$ cat src/rtl/json_cmd_serializer.sv
// json_cmd_serializer: formats a drive command (motion type plus signed
// left/right wheel speeds) into a fixed-width ASCII JSON frame
//   {"T":t,"L":sd.dd,"R":sd.dd}
// and streams it byte by byte to the UART over valid/ready. A one-deep
// pending slot lets the next command queue up while a frame is on the wire.
// Optional build macro: JSON_NEWLINE_EN appends 8'h0A, giving a 28-byte frame.
module json_cmd_serializer #(
  parameter int SPEED_W   = 12,
  parameter int SPEED_MAX = 999
) (
  input  logic                      clk,
  input  logic                      reset,
  input  logic [3:0]                cmd_type,
  input  logic signed [SPEED_W-1:0] left_speed,
  input  logic signed [SPEED_W-1:0] right_speed,
  input  logic                      cmd_valid,
  output logic                      cmd_ready,
  output logic [7:0]                tx_data,
  output logic                      tx_valid,
  input  logic                      tx_ready,
  output logic                      busy,
  output logic                      clamped,
  output logic [15:0]               frames_sent
);

`ifdef JSON_NEWLINE_EN
  localparam int FRAME_LEN = 28;
`else
  localparam int FRAME_LEN = 27;
`endif
  localparam logic [4:0] LAST_IDX = 5'(FRAME_LEN - 1);

  typedef enum logic [1:0] {
    IDLE = 2'd0,
    LOAD = 2'd1,
    SEND = 2'd2
  } state_t;

  state_t                    state;
  logic [4:0]                idx;
  logic                      pend_full;
  logic                      pend_clamp;
  logic [3:0]                pend_type;
  logic signed [SPEED_W-1:0] pend_left;
  logic signed [SPEED_W-1:0] pend_right;
  logic [7:0]                frame      [FRAME_LEN];
  logic [7:0]                frame_next [FRAME_LEN];
  logic                      accept;
  logic                      clamp_in;
  logic [3:0]                type_sat;
  logic [39:0]               left_field;
  logic [39:0]               right_field;

  // Magnitude in one extra bit so the most negative input cannot overflow.
  function automatic logic [SPEED_W:0] speed_mag(input logic signed [SPEED_W-1:0] v);
    logic [SPEED_W:0] ext;
    ext = {v[SPEED_W-1], v};
    return v[SPEED_W-1] ? (~ext + (SPEED_W+1)'(1'b1)) : ext;
  endfunction

  function automatic logic speed_sat(input logic signed [SPEED_W-1:0] v);
    return speed_mag(v) > (SPEED_W+1)'(SPEED_MAX);
  endfunction

  // Five ASCII chars: sign ('-' or '0'), integer digit, '.', tenths, hundredths.
  function automatic logic [39:0] speed_field(input logic signed [SPEED_W-1:0] v);
    logic [9:0] val;
    logic [3:0] d_h;
    logic [3:0] d_t;
    logic [3:0] d_o;
    logic [7:0] sign;
    val  = speed_sat(v) ? 10'(SPEED_MAX) : 10'(speed_mag(v));
    d_h  = 4'(val / 10'd100);
    d_t  = 4'((val % 10'd100) / 10'd10);
    d_o  = 4'(val % 10'd10);
    // A zero magnitude never carries a minus sign.
    sign = (v[SPEED_W-1] && (val != 10'd0)) ? 8'h2D : 8'h30;
    return {sign, 8'h30 + {4'h0, d_h}, 8'h2E, 8'h30 + {4'h0, d_t}, 8'h30 + {4'h0, d_o}};
  endfunction

  assign cmd_ready   = !pend_full;
  assign accept      = cmd_valid && !pend_full;
  assign clamp_in    = (cmd_type > 4'd9) || speed_sat(left_speed) || speed_sat(right_speed);
  assign type_sat    = (pend_type > 4'd9) ? 4'd9 : pend_type;
  assign left_field  = speed_field(pend_left);
  assign right_field = speed_field(pend_right);

  // Build the complete frame image from the pending command.
  always_comb begin
    for (int i = 0; i < FRAME_LEN; i++) frame_next[i] = 8'h00;
    frame_next[0]  = 8'h7B;  // {
    frame_next[1]  = 8'h22;  // "
    frame_next[2]  = 8'h54;  // T
    frame_next[3]  = 8'h22;
    frame_next[4]  = 8'h3A;  // :
    frame_next[5]  = 8'h30 + {4'h0, type_sat};
    frame_next[6]  = 8'h2C;  // ,
    frame_next[7]  = 8'h22;
    frame_next[8]  = 8'h4C;  // L
    frame_next[9]  = 8'h22;
    frame_next[10] = 8'h3A;
    frame_next[11] = left_field[39:32];
    frame_next[12] = left_field[31:24];
    frame_next[13] = left_field[23:16];
    frame_next[14] = left_field[15:8];
    frame_next[15] = left_field[7:0];
    frame_next[16] = 8'h2C;
    frame_next[17] = 8'h22;
    frame_next[18] = 8'h52;  // R
    frame_next[19] = 8'h22;
    frame_next[20] = 8'h3A;
    frame_next[21] = right_field[39:32];
    frame_next[22] = right_field[31:24];
    frame_next[23] = right_field[23:16];
    frame_next[24] = right_field[15:8];
    frame_next[25] = right_field[7:0];
    frame_next[26] = 8'h7D;  // }
`ifdef JSON_NEWLINE_EN
    frame_next[27] = 8'h0A;
`endif
  end

  // Pending slot: latch on accept, free when LOAD consumes it.
  always_ff @(posedge clk) begin
    if (reset) begin
      pend_full  <= 1'b0;
      pend_clamp <= 1'b0;
      pend_type  <= 4'd0;
      pend_left  <= '0;
      pend_right <= '0;
    end else if (accept) begin
      pend_full  <= 1'b1;
      pend_clamp <= clamp_in;
      pend_type  <= cmd_type;
      pend_left  <= left_speed;
      pend_right <= right_speed;
    end else if (state == LOAD) begin
      pend_full  <= 1'b0;
    end
  end

  // Frame FSM with registered byte stream, status and frame counter.
  always_ff @(posedge clk) begin
    if (reset) begin
      state       <= IDLE;
      idx         <= 5'd0;
      tx_valid    <= 1'b0;
      tx_data     <= 8'h00;
      busy        <= 1'b0;
      clamped     <= 1'b0;
      frames_sent <= 16'd0;
    end else begin
      clamped <= 1'b0;
      case (state)
        IDLE: begin
          if (pend_full) begin
            state   <= LOAD;
            busy    <= 1'b1;
            clamped <= pend_clamp;
          end else begin
            busy    <= 1'b0;
          end
        end
        LOAD: begin
          for (int i = 0; i < FRAME_LEN; i++) frame[i] <= frame_next[i];
          tx_data  <= frame_next[0];
          tx_valid <= 1'b1;
          idx      <= 5'd0;
          busy     <= 1'b1;
          state    <= SEND;
        end
        SEND: begin
          if (tx_ready) begin
            if (idx == LAST_IDX) begin
              frames_sent <= frames_sent + 16'd1;
              tx_valid    <= 1'b0;
              tx_data     <= 8'h00;
              idx         <= 5'd0;
              // A command arriving on the final handshake still goes straight to LOAD.
              if (pend_full || accept) begin
                state   <= LOAD;
                busy    <= 1'b1;
                clamped <= pend_full ? pend_clamp : clamp_in;
              end else begin
                state   <= IDLE;
                busy    <= 1'b0;
              end
            end else begin
              idx     <= idx + 5'd1;
              tx_data <= frame[idx + 5'd1];
            end
          end
        end
        default: begin
          state    <= IDLE;
          tx_valid <= 1'b0;
          tx_data  <= 8'h00;
          busy     <= 1'b0;
        end
      endcase
    end
  end

endmodule
$ cat config.mk
export PLATFORM = sky130hd
export DESIGN_NAME = json_cmd_serializer
export DESIGN_NICKNAME = d
export VERILOG_FILES = /design/src/rtl/json_cmd_serializer.sv
export SDC_FILE = /design/constraint.sdc
export NUM_CORES = 1
export LEC_CHECK = 0
export CORE_ASPECT_RATIO = 0.75
export CORE_MARGIN = 1.5
export CORE_UTILIZATION = 55
export DETAILED_ROUTE_END_ITERATION = 16
export GPL_TIMING_DRIVEN = 0
export PLACE_DENSITY = 0.72
export SETUP_SLACK_MARGIN = 0.4
export SLEW_MARGIN = 20
export SYNTH_ARGS = -nofsm -noshare
export SYNTH_HDL_FRONTEND = slang
export SYNTH_SLANG_ARGS = --single-unit
$ cat constraint.sdc
create_clock -name clk -period 7.19 [get_ports clk]
set_input_delay 0.719 -clock clk [delete_from_list [all_inputs] [get_ports clk]]
set_output_delay 0.719 -clock clk [all_outputs]
set_load 0.05 [all_outputs]
==> results.md <==
- Run status: finished clean
- RePlAce Congestion: 1.006
- Final Hold Violating Endpoints: 0
- Measured slew at the worst slew-check pin: 1.052 ns
- Seq cells post-synth: 95
- Clock input transition at the sequential cells of the worst setup and hold paths: 0.07 ns
- Synthesis-to-layout area growth: 17.05%
- Largest stage delay on the critical path: roughly 0.45 ns
- Cell Chain, Critical Path: clkbuf_2 > inv_1 > ha_1 > clkbuf_2 > nor2b_1 > and4_1 > o21a_1 > or3_1 > clkbuf_2 > ha_1 > or3_1 > a211o_1 > o21ai_1 > o41ai_4 > a2111oi_2 > o21bai_1 > xor2_2 > a21oi_4 > or3_1 > and2_1 > maj3_1 > o21ai_0 > a22oi_1
- Clock network fraction of total power: 14.2%
- Sum of negative setup slack: 0 ns
- Type of the worst setup path: reg2reg
- Number of buffers created by CTS: 9
- Data required time of the critical path: 7.26 ns
- Max-cap viol count: 0
- Warning count from the yosys run: 0
- Setup Skew: 0.01164 ns
- Final critical path time including I/O delays and setup: 6.417 ns
- Combined global-route utilization of all metal layers: 29.79%
- P_sw: 1.626 mW
- Final core utilization: between 60% and 70%
- Headroom to the max-slew limit: 29.47%
- Period utilisation layout: 89.24%
- Worst hold margin: 0.4577 ns
- Internal power: 1.849 mW
- Initial Utilization: 57.02%
- Overall die width: 149.2 um
- Total Power: 3.475 mW
- Critical path endpoint category: flop
- Antenna violations before repair: 0
- RSZ-0062 raised after global routing: no
- TritonCTS clock tree: yes
- Wirelength per Cell: 17.14 um
- Slowest stage cell on the critical path: sky130_fd_sc_hd__or3_1
- Total number of vias: 9365
- Share of total power in sequential cells: 20.7%
- Post-detailed-route count of antenna-violating nets: 0
- Clock root buffer: sky130_fd_sc_hd__clkbuf_16
- H-tree depth: 3
- Routed vias/inst: 6.358
- Syn Std Cell Area: 0.008820 mm2
- Maximum number of pins on one net before global-route repair: 30
- Layout cells sized above 1: around a tenth
- Synth top area cells: sky130_fd_sc_hd__dfxtp_1, sky130_fd_sc_hd__edfxtp_1, sky130_fd_sc_hd__nand2_1, sky130_fd_sc_hd__a21oi_1, sky130_fd_sc_hd__nor2_1
- Synth top area share: 14.30%
- Standard cell core area: ~0.015 mm2
- Maximum root-to-sink buffer count: 2
- Worst-Skew Late Latency: 0.35 ns
- Post-synthesis area per instance: 7.443 um2
- Number of I/O pins: 60
- Maximum achievable frequency: roughly 160 MHz
- GRT Residual Overflow: 0
- Syn_nets: 1241
- Number of inserted diodes: 0
- Chip Height: 112.7 um
- Count of mapped cells out of synthesis: 1185
- Final count of negative-setup-slack endpoints: 0
- Fin nets: 1319
- Post-Place Worst Slack: -0.4884 ns
- Leading cell types by count after synthesis: sky130_fd_sc_hd__nand2_1, sky130_fd_sc_hd__nor2_1, sky130_fd_sc_hd__a21oi_1
- Most instantiated library cell after synthesis: sky130_fd_sc_hd__nand2_1
- Number of input and output port buffers inserted: 57
- Number of library cell types mapped by synthesis: 104
- Routed Wire Length: 25.25 mm
- DR DRC count: 0
- Post-synthesis sequential area ratio: about a quarter
- Proportion of power drawn by combinational gates: 65.1%
- Sink Count: 95
- Switching fraction of total power: between 40% and 50%
- Post-synth EDFFs: 32
- Type of the worst min-delay path: reg2reg
- First-pass GRT wire length: 40.65 mm
- Drt initial violations: roughly 940
- Fill cells: 1363
- Die area: 0.01681 mm2
- DPL Wire Length: roughly 19 mm
- Crit path launch type: flop
- Share of synthesized flip-flops with an asynchronous set or reset: 0%
- Cell taking the most area after synthesis: sky130_fd_sc_hd__dfxtp_1
- Arrival time worst endpoint: about 6.5 ns
- Main synth FF type: sky130_fd_sc_hd__dfxtp_1
- Leakage power total: 3.807 nW
- Detailed-routing iteration count for the pre-antenna-repair pass: 6
- Peak ir drop on the vdd network: approximately 0.24 mV
- Crit path max fanout: 10
- Slew Limit Fails: 0
- Number of global-route vias before repair: 7980
- Total power divided by cell area: about 340 mW/mm2
- Post-route setup slack: between 0.7 and 0.8 ns
- Count of standard-cell rows: 39
==> final timing paths <==
path | from | to | slack, ns | depth (start not counted)
min | tx_data[3] | tx_data[3] | 0.46 | 2
max | pend_left[0] | frame[14][1] | 0.77 | 23
max reg2reg | pend_left[0] | frame[14][1] | 0.77 | 23
min reg2reg | tx_data[3] | tx_data[3] | 0.46 | 2
==> per-layer routing <==
metal / vias to the layer above / track usage, % / part of all wire, %
li1: 4564 / - / -
met1: 4388 / 48.63 / 51
met2: 383 / 40.22 / 40
met3: 30 / 4.431 / 7.5
met4: 0 / 6.271 / 1.5
met5: - / 0 / 0
==> metrics by stage <==
step                      std cells  instance area (um2)
after detailed placement       1448                 9682
after floorplan                1185                 8820
final                          1473                10320
after global routing           1473                10320
after CTS                      1464                10090
after global placement         1447                 9647
==> critical path, delay by kind of cell (launching register included) <==
family / cells / cell delay, ns
fa+ha+maj: 3 / 0.84
simple gates: 6 / 2.00
buf+inv: 4 / 0.69
flops: 1 / 0.31
xor+xnor: 1 / 0.31
compound gates: 9 / 1.97
==> registers in the layout, indices dropped and copies added (netlist names) <==
register and cells:
busy 1, pend_left 12, pend_right 12, tx_valid 1, clamped 1, frame 32, pend_type 4, idx 5
state 2, frames_sent 16, pend_clamp 1, tx_data 7, pend_full 1
==> power by group through the flow <==
stage / registers (mW) / logic, mW / clock network (mW)
after detailed placement: 0.731 / 2.07 / 0
after CTS: 0.720 / 2.11 / 0.498
after global routing: 0.726 / 2.49 / 0.520
final: 0.720 / 2.26 / 0.492
after floorplan: 0.741 / 1.62 / 0
after global placement: 0.732 / 2.02 / 0
==> cells in the final DEF, fill, tap and decap left out, drive strengths merged, types with 22 or more instances in the layout <==
| cell | synthesis | layout |
|---|---|---|
| nor2 | 120 | 120 |
| a31oi | 30 | 30 |
| dfxtp | 63 | 63 |
| xor2 | 23 | 23 |
| buf | 13 | 23 |
| mux2i | 22 | 22 |
| clkbuf | 57 | 69 |
| nand3 | 35 | 35 |
| nand2 | 160 | 160 |
| clkdlybuf4s50 | 0 | 57 |
| a21oi | 105 | 105 |
| o211ai | 23 | 23 |
| ha | 24 | 24 |
| edfxtp | 32 | 32 |
| nor3 | 26 | 26 |
| xnor2 | 24 | 24 |
| inv | 42 | 43 |
| o21ai | 66 | 66 |
==> kinds of logic (layout without fill, tap and decap cells) <==
logic type	Yosys count	in the layout	synth area share [%]
XOR/XNOR	47	47	4.880
other	1	1	0.04252
AND/OR/NAND/NOR	470	470	25.65
buffers and inverters	112	195	5.164
multiplexers	30	30	3.688
AO/OA/AOI/OAI	404	404	31.74
flip-flops	95	95	25.20
adder cells (fa/ha/maj)	26	26	3.646
==> repair_timing <==
| item | in CTS | in global routing |
|---|---|---|
| hold buffers | 0 | 0 |
| setup endpoints to repair | 7 | 11 |
| cloned | 0 | 0 |
| gates resized for setup | 22 | 40 |
| setup buffers | 0 | 9 |
| pin swaps | 0 | 5 |
==> final cells by class <==
cell class                 count  area [um2]  area share (%)
sequential                    95        2222           21.52
multi-input combinational    978        6402           62.02
clock inverter                 4       33.78          0.3272
tap                          205       256.5           2.485
clock buffer                  12       279.0           2.703
buffer                        70       310.3           3.006
inverter                      42       161.4           1.563
timing repair buffer          67       658.1           6.375
(Power assumes the default switching activity.)
